`src/rtl/sap_pkg.sv`:
```
// rtl/sap_pkg.sv - shared widths and loader state encoding
// Purpose: default bus/address widths and the program loader state enum.
// Ports: none (package).
package sap_pkg;

    localparam int DEF_DATA_W = 8;
    localparam int DEF_ADDR_W = 4;

    typedef enum logic [2:0] {
        LD_IDLE,
        LD_WAIT,
        LD_ADDR,
        LD_DATA,
        LD_DONE
    } ld_state_e;

endpackage

```
`src/rtl/loader_addr_ctr.sv`:
```
// rtl/loader_addr_ctr.sv - write address counter for the program loader
// Purpose: ADDR_W counter with sync clear, load-zero, increment and at_last compare.
// Ports:
//   clk, clear      clock and synchronous active-high reset
//   load_zero       restart the count at address 0
//   inc             advance to the next address
//   last_addr       final address of the current load
//   count           current address
//   at_last         count equals last_addr
module loader_addr_ctr
    import sap_pkg::*;
#(
    parameter int ADDR_W = DEF_ADDR_W
) (
    input  logic              clk,
    input  logic              clear,
    input  logic              load_zero,
    input  logic              inc,
    input  logic [ADDR_W-1:0] last_addr,
    output logic [ADDR_W-1:0] count,
    output logic              at_last
);

    logic [ADDR_W-1:0] count_d;
    logic [ADDR_W-1:0] count_q;

    always_comb begin
        count_d = count_q;
        if (load_zero) begin
            count_d = '0;
        end else if (inc) begin
            count_d = count_q + 1'b1;
        end
    end

    always_ff @(posedge clk) begin
        if (clear) begin
            count_q <= '0;
        end else begin
            count_q <= count_d;
        end
    end

    assign count   = count_q;
    assign at_last = (count_q == last_addr);

endmodule

```
`src/rtl/program_loader.sv`:
```
// rtl/program_loader.sv - streams program bytes into RAM over the shared bus
// Purpose: accepts bytes on a valid/ready handshake and writes each to RAM as
//          an address cycle (MAR load) followed by a data cycle (RAM write),
//          holding the CPU halted while the load is in progress.
// Ports:
//   clk, clear               clock and synchronous active-high reset
//   start, abort, last_addr  load control; last_addr sampled on accepted start
//   byte_valid/byte_data     byte source
//   byte_ready               loader accepts a byte this cycle
//   bus_out, bus_drive       shared bus value and ownership
//   load_addr_reg, ram_write one-cycle MAR load / RAM write strobes
//   cpu_halt, done, cur_addr status
module program_loader
    import sap_pkg::*;
#(
    parameter int DATA_W = DEF_DATA_W,
    parameter int ADDR_W = DEF_ADDR_W
) (
    input  logic              clk,
    input  logic              clear,
    input  logic              start,
    input  logic              abort,
    input  logic [ADDR_W-1:0] last_addr,
    input  logic              byte_valid,
    input  logic [DATA_W-1:0] byte_data,
    output logic              byte_ready,
    output logic [DATA_W-1:0] bus_out,
    output logic              bus_drive,
    output logic              load_addr_reg,
    output logic              ram_write,
    output logic              cpu_halt,
    output logic              done,
    output logic [ADDR_W-1:0] cur_addr
);

    ld_state_e         state_d, state_q;
    logic [ADDR_W-1:0] last_d, last_q;
    logic [DATA_W-1:0] byte_d, byte_q;
    logic              ctr_zero;
    logic              ctr_inc;
    logic              at_last;

    loader_addr_ctr #(.ADDR_W(ADDR_W)) u_addr_ctr (
        .clk       (clk),
        .clear     (clear),
        .load_zero (ctr_zero),
        .inc       (ctr_inc),
        .last_addr (last_q),
        .count     (cur_addr),
        .at_last   (at_last)
    );

    always_ff @(posedge clk) begin
        if (clear) begin
            state_q <= LD_IDLE;
            last_q  <= '0;
            byte_q  <= '0;
        end else begin
            state_q <= state_d;
            last_q  <= last_d;
            byte_q  <= byte_d;
        end
    end

    always_comb begin
        state_d  = state_q;
        last_d   = last_q;
        byte_d   = byte_q;
        ctr_zero = 1'b0;
        ctr_inc  = 1'b0;
        case (state_q)
            LD_IDLE: begin
                if (start && !abort) begin
                    state_d  = LD_WAIT;
                    last_d   = last_addr;
                    ctr_zero = 1'b1;
                end
            end
            LD_WAIT: begin
                if (abort) begin
                    state_d = LD_IDLE;
                end else if (byte_valid) begin
                    byte_d  = byte_data;
                    state_d = LD_ADDR;
                end
            end
            LD_ADDR: begin
                state_d = abort ? LD_IDLE : LD_DATA;
            end
            LD_DATA: begin
                // The write strobe is already out this cycle; abort only stops what follows.
                if (abort) begin
                    state_d = LD_IDLE;
                end else if (at_last) begin
                    state_d = LD_DONE;
                end else begin
                    ctr_inc = 1'b1;
                    state_d = LD_WAIT;
                end
            end
            LD_DONE: begin
                state_d = LD_IDLE;
            end
            default: begin
                state_d = LD_IDLE;
            end
        endcase
    end

    // Outputs depend only on the registered state, so a clear leaves no partial strobe.
    always_comb begin
        byte_ready    = 1'b0;
        bus_out       = '0;
        bus_drive     = 1'b0;
        load_addr_reg = 1'b0;
        ram_write     = 1'b0;
        cpu_halt      = 1'b1;
        done          = 1'b0;
        case (state_q)
            LD_IDLE: cpu_halt = 1'b0;
            LD_WAIT: byte_ready = 1'b1;
            LD_ADDR: begin
                bus_drive     = 1'b1;
                bus_out       = DATA_W'(cur_addr);
                load_addr_reg = 1'b1;
            end
            LD_DATA: begin
                bus_drive = 1'b1;
                bus_out   = byte_q;
                ram_write = 1'b1;
            end
            LD_DONE: done = 1'b1;
            default: cpu_halt = 1'b0;
        endcase
    end

endmodule

```
`config.mk`:
```
export PLATFORM = sky130hd
export DESIGN_NAME = program_loader
export DESIGN_NICKNAME = d
export VERILOG_FILES = /design/src/rtl/sap_pkg.sv /design/src/rtl/loader_addr_ctr.sv /design/src/rtl/program_loader.sv
export SDC_FILE = /design/constraint.sdc
export NUM_CORES = 1
export LEC_CHECK = 0
export ABC_CLOCK_PERIOD_IN_PS = 1850
export BUFFER_PORTS_ARGS = -buffer_cell sky130_fd_sc_hd__buf_4
export CAP_MARGIN = 20
export CORE_MARGIN = 3
export CORE_UTILIZATION = 47
export CTS_CLUSTER_DIAMETER = 30
export CTS_CLUSTER_SIZE = 24
export DETAILED_ROUTE_END_ITERATION = 16
export PLACE_DENSITY = 0.75
export RECOVER_POWER = 50
export SLEW_MARGIN = 10
export SYNTH_ARGS = -nofsm -noshare
export SYNTH_HDL_FRONTEND = slang
export SYNTH_SLANG_ARGS = --single-unit
export TNS_END_PERCENT = 30
```
`constraint.sdc`:
```
create_clock -name clk -period 1.85 [get_ports clk]
set_input_delay 0.0925 -clock clk [delete_from_list [all_inputs] [get_ports clk]]
set_output_delay 0.0925 -clock clk [all_outputs]
set_load 0.01 [all_outputs]
```
Word level (Yosys, flattened, before mapping)
Index checks and enable logic that the tools add are counted.
Storage, ports and cells
  register bits after elaboration: 19
  input bits: 17
  output and inout port bits: 18
  logic and storage cells: 41
Operators by class
  $add $sub $neg: 1
  equality and inequality tests: 7
  muxes and demuxes: 19
  bitwise logic cells: 1
  reductions and logical operators: 9
Operators with widths (count)
  case mux 8 bit (2 select lines): 1
  two-way mux 3 bit: 5
  case mux 3 bit (4 select lines): 1
  two-way mux 1 bit: 11
  equality test 3 x 2 -> 1 bit (second input constant): 2
  adder 4 x 1 -> 4 bit (second input constant): 1
  equality test 4 bit: 1
  AND reduction 2 bit: 2
  OR reduction 2 bit: 2
  OR reduction 4 bit: 1
  equality test 3 x 1 -> 1 bit (second input constant): 1
  equality test 3 bit (second input constant): 1
  zero test 3 bit: 1
  inequality test 3 bit (second input constant): 1
  AND reduction 3 bit: 1
  two-way mux 2 bit: 1
  inequality test 2 bit (second input constant): 1
  logical AND 1 bit: 1
  zero test 1 bit: 1
  inverter 1 bit: 1

Depth between registers and ports, before layout
Gate-level depths: netlist (run 1).
  depth in word-level cells: 5
  gate-level depth with buffers: 5
  mapped depth without buffers: 4

Cells and area by module
A second synthesis (run 1) with hierarchy kept.
Unflattened totals
  cell total of the unflattened synthesis: 115
  area total of the unflattened synthesis: 1108.6 um^2
Modules (own cells, without submodules)
  program_loader: instances 1, cells an instance 93, area an instance 889.6 um^2, sequential area each 300.3 um^2
  loader_addr_ctr: instances 1, cells an instance 22, area an instance 219.0 um^2, sequential area each 80.1 um^2

Least setup slack after synthesis (run 1)
OpenSTA, ideal clock, no wires.
  path type: reg2reg
  from: register u_addr_ctr.count_q[1], in the netlist u_addr_ctr.count[1]
  to: register state_q[0]
  setup time: 136 ps
  data arrival time: 1371 ps
  required time: 1714 ps
  setup slack: 343 ps
  stages on the path, launching flop included: 5
  buffers on the path: 0
  period minus slack after synthesis: 1507 ps
  cells stage by stage: dfxtp_1 xor2_1 or4_4 a211oi_1 a2111oi_0
Between the ends
  longest elaborated chain between the ends: 4
Ends and longest elaborated chain
  from (decl): line loader_addr_ctr.sv:25  | logic [ADDR_W-1:0] count_q;
  from (signal assigned): line loader_addr_ctr.sv:40  | count_q <= count_d;
  equality test 4 bit: line loader_addr_ctr.sv:45  | assign at_last = (count_q == last_addr);
  two-way mux 3 bit: line program_loader.sv:94  | end else if (at_last) begin
  two-way mux 3 bit: line program_loader.sv:92  | if (abort) begin
  case mux 3 bit (4 select lines): line program_loader.sv:71  | case (state_q)
  to (signal assigned): line program_loader.sv:59  | state_q <= state_d;
  to (decl): line program_loader.sv:36  | ld_state_e state_d, state_q;
Every way passes these cells.
A chain may end at the register's enable or synchronous reset.

Worst setup path after layout (run 1)
Ends and elaborated chain as after synthesis.

==> results of run 1 <==
state kept, by name, indices dropped and copies added, names as in the netlist:
name              cells
u_addr_ctr.count      4
last_q                4
byte_q                8
state_q               3
worst min-delay path by stage:
stage            startpoint                endpoint  depth (start not counted)
2_1_floorplan         clear  last_q[0]$_SDFFE_PP0P_                          1
3_3_place_gp   byte_data[7]  byte_q[7]$_SDFFE_PP0P_                          3
3_5_place_dp   byte_data[5]  byte_q[5]$_SDFFE_PP0P_                          3
4_1_cts        byte_data[5]  byte_q[5]$_SDFFE_PP0P_                          3
5_1_grt        byte_data[1]  byte_q[1]$_SDFFE_PP0P_                          3
6_report       byte_data[5]  byte_q[5]$_SDFFE_PP0P_                          3
Yosys cell counts (all sizes together) (4+ instances only):
cell type	instances
buf	4
nand2	6
nand2b	4
xor2	5
a21oi	8
mux2i	12
dfxtp	19
nor2	15
nand3	6
and3	4
per-stage QoR:
step / std cells / util, % / hold slack, ps / setup WS (ps) / cell area (um2)
after floorplan: 106 / - / 162 / 343 / 957
after global placement: 162 / 67.6 / 330 / 355 / 1230
after detailed placement: 162 / 67.6 / 337 / 303 / 1230
after CTS: 166 / 69.1 / 28.4 / 129 / 1260
after global routing: 166 / 66.3 / 28.7 / 60.2 / 1210
final: 166 / 66.3 / 30.5 / 245 / 1210
routing by layer:
| layer | global-route usage, % | wire length (um) |
|---|---|---|
| met5 | 0 | 0 |
| met4 | 6.28 | 22 |
| met3 | 2.04 | 63 |
| met2 | 31.8 | 1110 |
| met1 | 22.1 | 942 |
cells by family (layout without fill, tap and decap cells):
kind of cell    after synthesis  in the layout  share of synthesized area (%)
simple gates                 47             47                           27.6
fa+ha+maj                     1              1                           1.31
compound gates               14             14                           9.54
mux                          12             12                           12.5
xor+xnor                      6              6                           5.49
buf+inv                       7             42                           3.79
flops                        19             19                           39.7
worst min-delay path, cell delays in order:
cell     delay, ps
buf_4           80
mux2i_1         50
nor2_1          70
power by group through the flow:
stage	combinational (mW)	sequential (mW)	clock, mW
2_1_floorplan	0.0642	0.433	0
3_3_place_gp	0.110	0.437	0
3_5_place_dp	0.113	0.438	0
4_1_cts	0.114	0.428	0.214
5_1_grt	0.115	0.430	0.231
6_report	0.104	0.428	0.209
layout make-up:
type / count / area share (%)
well taps: 25 / 2.59
flip-flops and latches: 19 / 31.6
clock inverters: 1 / 0.415
clock buffers: 3 / 1.87
inverters: 2 / 0.622
repair buffers: 36 / 19.0
multi-input cells: 80 / 43.9
repair_timing:
item                                    CTS  global route
hold endpoints to repair                  0             0
hold buffers                              0             0
resized for setup                         0             1
endpoints found under the setup margin    0             4
==> results.sh, run 1 <==
export IMPL_die_w_um=51.1
export IMPL_p_int_mw=0.552
export IMPL_ioPinCount=35
export IMPL_path_delay_family="simple AND/OR/NAND/NOR gates"
export IMPL_cts_tree="yes"
export IMPL_crit_type="reg2reg"
export IMPL_nNetsFinal=160
export IMPL_hold_violations=0
export IMPL_core_area_um2=1820
export IMPL_final_cell_mix="buf_4 (25), dfxtp_1 (18), nor2_1 (15)"
export IMPL_cp_end_kind="flop"
export IMPL_ys_types=29
export IMPL_timing_rr_end="state_q[0]$_SDFFE_PP0P_"
export IMPL_wl_um=2130
export IMPL_rsz0062_at_grt="false"
export IMPL_period_needed_ps=1610
export IMPL_skew_ps=5.17
export IMPL_fill_cells=163
export IMPL_worst_slew_pin_slew_ps=559
export IMPL_row_count=15
export IMPL_final_antenna_net_count=0
export IMPL_grt_pass1_wl_um=3700
export IMPL_synth_area_leaders="dfxtp_1 (40%), mux2i_1 (13%), nor2_1 (5.9%), xor2_1 (4.6%), a21oi_1 (4.2%)"
export IMPL_clockBufferDepth=2
export IMPL_synth_nets=124
export IMPL_grtUsageTotal_pct=17.9
export IMPL_path_depth=4
export IMPL_vias=880
export IMPL_cap_violations=0
export IMPL_tns_ps=0
export IMPL_drt_initial_drc_count=6
export IMPL_p_sw_mw=0.189
export IMPL_register_area_um2=382
export IMPL_port_buffers=34
export IMPL_startpoint="u_addr_ctr.count[1]$_SDFFE_PP0P_"
export IMPL_path_max_fanout=6
export IMPL_numClockSinks=19
export IMPL_clk_pin_slew_ps=110
export IMPL_drive_above_1_share_pct=23.4
export IMPL_cp_cell_sequence="xor2_1 -> or4_1 -> a211oi_1 -> a2111oi_0"
export IMPL_cp_start_kind="flop"
export IMPL_via_per_inst=5.30
export IMPL_slew_headroom_pct=62.3
export IMPL_grt_overflow_total=0
export IMPL_cpPeakStageDelay_ps=580
export IMPL_async_flop_share_pct=0
export IMPL_crit_path_top_delay_cell="or4_1"
export IMPL_run_status="complete, no violations"
export IMPL_grt_pass1_vias=868
export IMPL_netlist_area_um2=957
export IMPL_antenna_found_initial=0
export IMPL_mostFrequentLayoutCell="buf_4"
export IMPL_drc=0
export IMPL_r2r_start="u_addr_ctr.count[1]$_SDFFE_PP0P_"
export IMPL_comb_power_share_pct=14.1
export IMPL_synth_avg_cell_area_um2=9.03
export IMPL_required_ps=2030
export IMPL_synth_top_area_share_pct=39.7
export IMPL_critPathBufInv=0
export IMPL_crit_path_end="state_q[0]$_SDFFE_PP0P_"
export IMPL_synth_ff_type="dfxtp_1"
export IMPL_multiInputGateArea_um2=531
export IMPL_die_area_um2=2610
export IMPL_clkLatencyLatePin_ps=290
export IMPL_synth_area_leader_cell="dfxtp_1"
export IMPL_synth_edf_count=0
export IMPL_root_buffer="clkbuf_4"
export IMPL_gp_congestion=0.826
export IMPL_drv_slew=0
export IMPL_htree_levels=1
export IMPL_antennaDiodeCount=0
export IMPL_r2r_cells=4
export IMPL_dp_hpwl_um=1670
export IMPL_p_leak_nw=0.501
export IMPL_start_util_pct=52.6
export IMPL_cts_buffers=3
export IMPL_finalCritPeriodShare_pct=86.8
export IMPL_yosys_warnings=0
export IMPL_swShare_pct=25.5
export IMPL_hold_class="in2reg"
export IMPL_power_clock_fraction_pct=28.2
export IMPL_dr_pass1_iters=2
export IMPL_fmax_mhz=623
export IMPL_finalPower_mw=0.741
export IMPL_die_h_um=51.1
export IMPL_cp_data_arrival_time_ps=1780
export IMPL_wl_per_cell_um=12.9
export IMPL_synth_seq_area_share_pct=39.7
export IMPL_finalSetupViolations=0
export IMPL_syn_to_final_growth_pct=26.1
export IMPL_r2r_slack_ps=240
export IMPL_grt_max_degree=17
export IMPL_power_frac_seq_pct=57.7
export IMPL_synth_seq_cells=19
export IMPL_cts_setup_buffers=0
export IMPL_irDropWorstVdd_v=0.000450
export IMPL_powerDensity_nw_per_um2=614
export IMPL_netlist_instances=106
Power figures use the tool's default switching activity.
==> run 2, diff against run 1 <==
--- a/config.mk
+++ b/config.mk
@@ -5,15 +5,16 @@
 export SDC_FILE = /design/constraint.sdc
 export NUM_CORES = 1
 export LEC_CHECK = 0
+export ABC_AREA = 1
 export ABC_CLOCK_PERIOD_IN_PS = 1850
 export BUFFER_PORTS_ARGS = -buffer_cell sky130_fd_sc_hd__buf_4
 export CAP_MARGIN = 20
 export CORE_MARGIN = 3
-export CORE_UTILIZATION = 47
+export CORE_UTILIZATION = 45
 export CTS_CLUSTER_DIAMETER = 30
 export CTS_CLUSTER_SIZE = 24
 export DETAILED_ROUTE_END_ITERATION = 16
-export PLACE_DENSITY = 0.75
+export PLACE_DENSITY = 0.71
 export RECOVER_POWER = 50
 export SLEW_MARGIN = 10
 export SYNTH_ARGS = -nofsm -noshare
==> run 2 against run 1 <==
Via count rose by 7.3%. Synthesized cell count rose by 29%. Non-clock buffer count fell by 1. Die area rose by 6.1%. Global-route usage fell by 0.86 points. Clock power barely moved. Clock-buffer cell count rose by 1. Cell count rose by 20%. Critical endpoint is now bus_out[1]. Largest cell class unchanged. Largest power group unchanged. Highest routed layer unchanged.
==> results.sh, run 2 <==
export IMPL_vias=944
export IMPL_async_flop_share_pct=0
export IMPL_cp_data_arrival_time_ps=1430
export IMPL_final_antenna_net_count=0
export IMPL_worst_slew_pin_slew_ps=498
export IMPL_synth_most_common_cell="inv_1"
export IMPL_gp_congestion=0.825
export IMPL_path_delay_family="flip-flops"
export IMPL_synth_seq_cells=19
export IMPL_fill_cells=205
export IMPL_synth_ff_type="dfxtp_1"
export IMPL_cp_start_kind="flop"
export IMPL_antennaDiodeCount=0
export IMPL_cts_buffers=3
export IMPL_synth_area_leaders="dfxtp_1 (39%), inv_1 (8.8%), nand2_1 (8.0%), a21oi_1 (6.6%), o21ai_0 (6.1%)"
export IMPL_dr_pass1_iters=4
export IMPL_finalCritPeriodShare_pct=82.2
export IMPL_netlist_top_cells_count="inv_1 (23), nand2_1 (21), dfxtp_1 (19)"
export IMPL_nNetsFinal=192
export IMPL_antenna_found_initial=0
export IMPL_cp_cell_sequence="inv_2 -> nor2_4 -> nand2_1 -> o22ai_1 -> buf_4"
export IMPL_hold_start="abort"
export IMPL_timing_rr_end="byte_q[7]$_SDFFE_PP0P_"
export IMPL_start_util_pct=48.9
export IMPL_crit_type="reg2out"
export IMPL_hold_ws_ps=27.6
export IMPL_clockBufferDepth=2
export IMPL_place_ws_ps=495
export IMPL_wl_per_cell_um=11.3
export IMPL_largest_reg_flops=8
export IMPL_synth_seq_area_share_pct=38.8
export IMPL_wl_um=2260
export IMPL_drive_above_1_share_pct=25.4
export IMPL_cap_violations=0
export IMPL_clkLatencyLatePin_ps=290
export IMPL_synth_area_leader_cell="dfxtp_1"
export IMPL_path_max_fanout=7
export IMPL_netlist_area_um2=980
export IMPL_top_register="byte_q"
export IMPL_tns_ps=0
export IMPL_finalSetupViolations=0
export IMPL_die_area_um2=2770
export IMPL_period_needed_ps=1520
export IMPL_row_count=16
export IMPL_crit_path_top_delay_cell="dfxtp_1"
export IMPL_syn_to_final_growth_pct=27.1
export IMPL_slew_headroom_pct=66.7
export IMPL_die_w_um=52.7
export IMPL_synth_top_area_share_pct=38.8
export IMPL_hold_depth=2
export IMPL_fmax_mhz=658
export IMPL_fin_ws_ps=329
export IMPL_p_leak_nw=0.553
export IMPL_die_h_um=52.7
export IMPL_min_to="state_q[2]$_SDFFE_PP0P_"
export IMPL_fin_util_pct=62.2
export IMPL_skew_ps=1.05
export IMPL_r2r_start="state_q[0]$_SDFFE_PP0P_"
export IMPL_hold_violations=0
export IMPL_cp_end_kind="primary output"
export IMPL_critPathBufInv=2
export IMPL_grt_overflow_total=0
export IMPL_drv_slew=0
export IMPL_grt_pass1_wl_um=3550
export IMPL_drc=0
export IMPL_ys_types=23
export IMPL_grt_busiest_layer="met2"
export IMPL_grtUsageTotal_pct=17.0
export IMPL_met3_usage_pct=3.70
export IMPL_powerDensity_nw_per_um2=623
export IMPL_drt_initial_drc_count=24
export IMPL_netlist_instances=137
export IMPL_met2_usage_pct=28.5
export IMPL_port_buffers=34
export IMPL_ioPinCount=35
export IMPL_synth_edf_count=0
export IMPL_run_status="complete, no violations"
export IMPL_fin_area_um2=1240
export IMPL_cts_tree="yes"
export IMPL_final_cell_mix="buf_4 (29), inv_1 (24), nand2_1 (24)"
export IMPL_synth_avg_cell_area_um2=7.15
export IMPL_required_ps=1760
export IMPL_mostFrequentLayoutCell="buf_4"
export IMPL_cpPeakStageDelay_ps=390
export IMPL_dp_hpwl_um=1760
export IMPL_root_buffer="clkbuf_4"
export IMPL_synth_nets=155
export IMPL_rsz0062_at_grt="false"
export IMPL_hold_class="in2reg"
export IMPL_register_area_um2=380
export IMPL_finalPower_mw=0.776
export IMPL_placed_cell_area_um2=1250
export IMPL_multiInputGateArea_um2=464
export IMPL_grt_use_met1_pct=21.6
export IMPL_via_per_inst=4.72
export IMPL_final_instance_count_excl_fill=200
export IMPL_r2r_slack_ps=330
export IMPL_numClockSinks=19
export IMPL_htree_levels=1
export IMPL_r2r_cells=5
export IMPL_grt_pass1_vias=847
export IMPL_yosys_warnings=0
export IMPL_clk_pin_slew_ps=110
export IMPL_place_inst=195
export IMPL_irDropWorstVdd_v=0.000410
export IMPL_core_area_um2=2000
export IMPL_grt_max_degree=17
run 2: cell count changes after synthesis, sizes merged, moves of 4 or more:
cell / delta
o21ai: +12
o22ai: +4
inv: +23
nand2: +21
a21oi: +8
and3: -4
mux2i: -12
nand2b: -4
run 2: cells by family (layout without fill, tap and decap cells):
group	count (synthesis)	in the layout	synth area share, %
buf+inv	28	64	11.6
xor+xnor	3	3	2.68
fa+ha+maj	1	1	1.28
simple gates	52	52	25.8
compound gates	34	34	19.8
flops	19	19	38.8
run 2: where the power goes:
| group | total (mW) | leakage, nW | internal [mW] | switching [mW] |
|---|---|---|---|---|
| clock | 0.211 | 0.0150 | 0.0839 | 0.128 |
| combinational | 0.129 | 0.384 | 0.0584 | 0.0703 |
| sequential | 0.436 | 0.154 | 0.426 | 0.00939 |
| total | 0.776 | 0.553 | 0.568 | 0.207 |
run 2: worst max path at each step:
stage | depth (start not counted) | end | slack, ps | start
final | 5 | bus_out[1] | 330 | state_q[1]$_SDFFE_PP0P_
after global routing | 5 | byte_q[7]$_SDFFE_PP0P_ | 140 | state_q[0]$_SDFFE_PP0P_
after CTS | 5 | bus_out[3] | 300 | state_q[1]$_SDFFE_PP0P_
after detailed placement | 8 | u_addr_ctr.count[0]$_SDFFE_PP0P_ | 500 | u_addr_ctr.count[2]$_SDFFE_PP0P_
after global placement | 8 | u_addr_ctr.count[0]$_SDFFE_PP0P_ | 490 | u_addr_ctr.count[2]$_SDFFE_PP0P_
after floorplan | 8 | u_addr_ctr.count[0]$_SDFFE_PP0P_ | 630 | u_addr_ctr.count[2]$_SDFFE_PP0P_
run 2: timing repair:
action / CTS / global route
hold endpoints to repair: 3 / 0
buffers inserted: 0 / 0
resized for setup: 0 / 0
hold buffers: 1 / 0
run 2: layout make-up:
class / instances / share of cell area (%)
repair buffers: 35 / 19.8
well taps: 27 / 2.71
inverters: 25 / 7.54
flip-flops and latches: 19 / 30.6
multi-input cells: 90 / 37.3
clock buffers: 4 / 2.11
run 2: layer usage:
| metal | vias up | part of all wire (%) |
|---|---|---|
| li1 | 509 | - |
| met1 | 412 | 47 |
| met2 | 21 | 48 |
| met3 | 2 | 4.3 |
| met4 | 0 | 0.93 |
| met5 | - | 0 |
==> run 3, diff against run 2 <==
--- a/config.mk
+++ b/config.mk
@@ -6,7 +6,7 @@
 export NUM_CORES = 1
 export LEC_CHECK = 0
 export ABC_AREA = 1
-export ABC_CLOCK_PERIOD_IN_PS = 1850
+export ABC_CLOCK_PERIOD_IN_PS = 1500
 export BUFFER_PORTS_ARGS = -buffer_cell sky130_fd_sc_hd__buf_4
 export CAP_MARGIN = 20
 export CORE_MARGIN = 3
==> constraint.sdc (replaced) <==
create_clock -name clk -period 1.5 [get_ports clk]
set_input_delay 0.075 -clock clk [delete_from_list [all_inputs] [get_ports clk]]
set_output_delay 0.075 -clock clk [all_outputs]
set_load 0.01 [all_outputs]
==> run 3 against run 2 <==
First-iteration DRC count increased by 46%. Non-clock buffer count increased by 2. Core utilization increased by 1.6 points.
==> results.sh, run 3 (synthesis gave the netlist of run 2 again) <==
export IMPL_final_cell_mix="buf_4 (31), inv_1 (23), nand2_1 (23)"
export IMPL_p_sw_mw=0.257
export IMPL_path_delay_family="flip-flops"
export IMPL_cp_data_arrival_time_ps=1340
export IMPL_r2r_cells=8
export IMPL_p_leak_nw=0.577
export IMPL_core_area_um2=2000
export IMPL_grt_pass1_vias=871
export IMPL_wl_um=2270
export IMPL_timing_rr_end="u_addr_ctr.count[0]$_SDFFE_PP0P_"
export IMPL_path_depth=5
export IMPL_hold_class="in2reg"
export IMPL_p_int_mw=0.703
export IMPL_die_area_um2=2770
export IMPL_critPathBufInv=2
export IMPL_cts_setup_buffers=0
export IMPL_irDropWorstVdd_v=0.000493
export IMPL_antenna_found_initial=0
export IMPL_hold_depth=2
export IMPL_drv_slew=0
export IMPL_cts_buffers=3
export IMPL_numClockSinks=19
export IMPL_antennaDiodeCount=0
export IMPL_cts_tree="yes"
export IMPL_syn_to_final_growth_pct=30.4
export IMPL_powerDensity_nw_per_um2=751
export IMPL_via_per_inst=4.93
export IMPL_comb_power_share_pct=16.8
export IMPL_run_status="complete, no violations"
export IMPL_port_buffers=34
export IMPL_skew_ps=1.62
export IMPL_path_max_fanout=7
export IMPL_r2r_start="u_addr_ctr.count[3]$_SDFFE_PP0P_"
export IMPL_row_count=16
export IMPL_drc=0
export IMPL_grtUsageTotal_pct=17.6
export IMPL_rsz0062_at_grt="false"
export IMPL_root_buffer="clkbuf_4"
export IMPL_tns_ps=0
export IMPL_dr_pass1_iters=4
export IMPL_clkLatencyLatePin_ps=290
export IMPL_hold_start="abort"
export IMPL_hold_violations=0
export IMPL_cp_end_kind="primary output"
export IMPL_power_frac_seq_pct=56.1
export IMPL_gp_congestion=0.791
export IMPL_required_ps=1420
export IMPL_min_to="state_q[2]$_SDFFE_PP0P_"
export IMPL_crit_path_top_delay_cell="dfxtp_2"
export IMPL_finalCritPeriodShare_pct=94.2
export IMPL_grt_overflow_total=0
export IMPL_grt_pass1_wl_um=3610
export IMPL_hold_ws_ps=12.1
export IMPL_worst_slew_pin_slew_ps=333
export IMPL_start_util_pct=48.9
export IMPL_drive_above_1_share_pct=29.1
export IMPL_clockBufferDepth=2
export IMPL_finalSetupViolations=0
export IMPL_clk_pin_slew_ps=110
export IMPL_drt_initial_drc_count=35
export IMPL_power_clock_fraction_pct=27.1
export IMPL_dp_hpwl_um=1790
export IMPL_final_antenna_net_count=0
export IMPL_fmax_mhz=708
export IMPL_swShare_pct=26.8
export IMPL_largest_reg_flops=8
export IMPL_cp_cell_sequence="inv_2 -> nor2_4 -> nand2_2 -> o22ai_1 -> buf_4"
export IMPL_nNetsFinal=194
export IMPL_cp_start_kind="flop"
export IMPL_slew_headroom_pct=77.8
export IMPL_period_needed_ps=1410
export IMPL_die_h_um=52.7
export IMPL_cap_violations=0
export IMPL_cpPeakStageDelay_ps=370
export IMPL_mostFrequentLayoutCell="buf_4"
export IMPL_htree_levels=1
export IMPL_r2r_slack_ps=190
export IMPL_die_w_um=52.7
export IMPL_grt_max_degree=17
export IMPL_crit_type="reg2out"
export IMPL_top_register="byte_q"
export IMPL_wl_per_cell_um=11.2
export IMPL_ioPinCount=35
export IMPL_vias=995
## run 3: what timing repair did
| action | in CTS | in global routing |
|---|---|---|
| hold buffers | 1 | 0 |
| resized for setup | 1 | 3 |
| setup endpoints to repair | 3 | 7 |
| endpoints found under the hold margin | 3 | 0 |
## run 3: layout make-up
| type | count | area, um2 |
|---|---|---|
| clock buffers | 4 | 26.3 |
| fillers | 188 | 724 |
| inverters | 25 | 93.8 |
| multi-input cells | 90 | 479 |
| flip-flops and latches | 19 | 383 |
| well taps | 27 | 33.8 |
| repair buffers | 37 | 262 |
## run 3: metal layers
metal	wire, um	part of all wire, %	global-route usage, %	up-vias
li1	-	-	-	514
met1	995	44	22.7	454
met2	1140	50	28.9	25
met3	124	5.5	3.42	2
met4	12	0.53	6.38	0
met5	0	0	0	-
## run 3: how the worst max path moves through the flow
stage,startpoint,endpoint
global route,state_q[0]$_SDFFE_PP0P_,last_q[3]$_SDFFE_PP0P_
finish,state_q[1]$_SDFFE_PP0P_,bus_out[2]
detailed placement,state_q[1]$_SDFFE_PP0P_,u_addr_ctr.count[0]$_SDFFE_PP0P_
CTS,state_q[1]$_SDFFE_PP0P_,bus_out[3]
global placement,state_q[1]$_SDFFE_PP0P_,u_addr_ctr.count[0]$_SDFFE_PP0P_
floorplan,u_addr_ctr.count[2]$_SDFFE_PP0P_,u_addr_ctr.count[0]$_SDFFE_PP0P_
## run 3: power by group through the flow
stage                     sequential, mW  combinational [mW]  clock [mW]
after global routing               0.542               0.184       0.289
final                              0.539               0.161       0.260
after detailed placement           0.549               0.166           0
after CTS                          0.539               0.169       0.268
after floorplan                    0.547               0.103           0
after global placement             0.548               0.163           0
## run 3: per-stage QoR
stage | std cells | worst slack (ps) | utilization [%] | area (um2) | power (mW)
after global placement | 197 | 162 | 63.1 | 1260 | 0.710
after floorplan | 137 | 278 | - | 980 | 0.650
after detailed placement | 197 | 141 | 63.1 | 1260 | 0.715
after CTS | 202 | 33.8 | 65.2 | 1310 | 0.975
final | 202 | 87.7 | 63.8 | 1280 | 0.960
after global routing | 202 | 12.1 | 63.8 | 1280 | 1.01
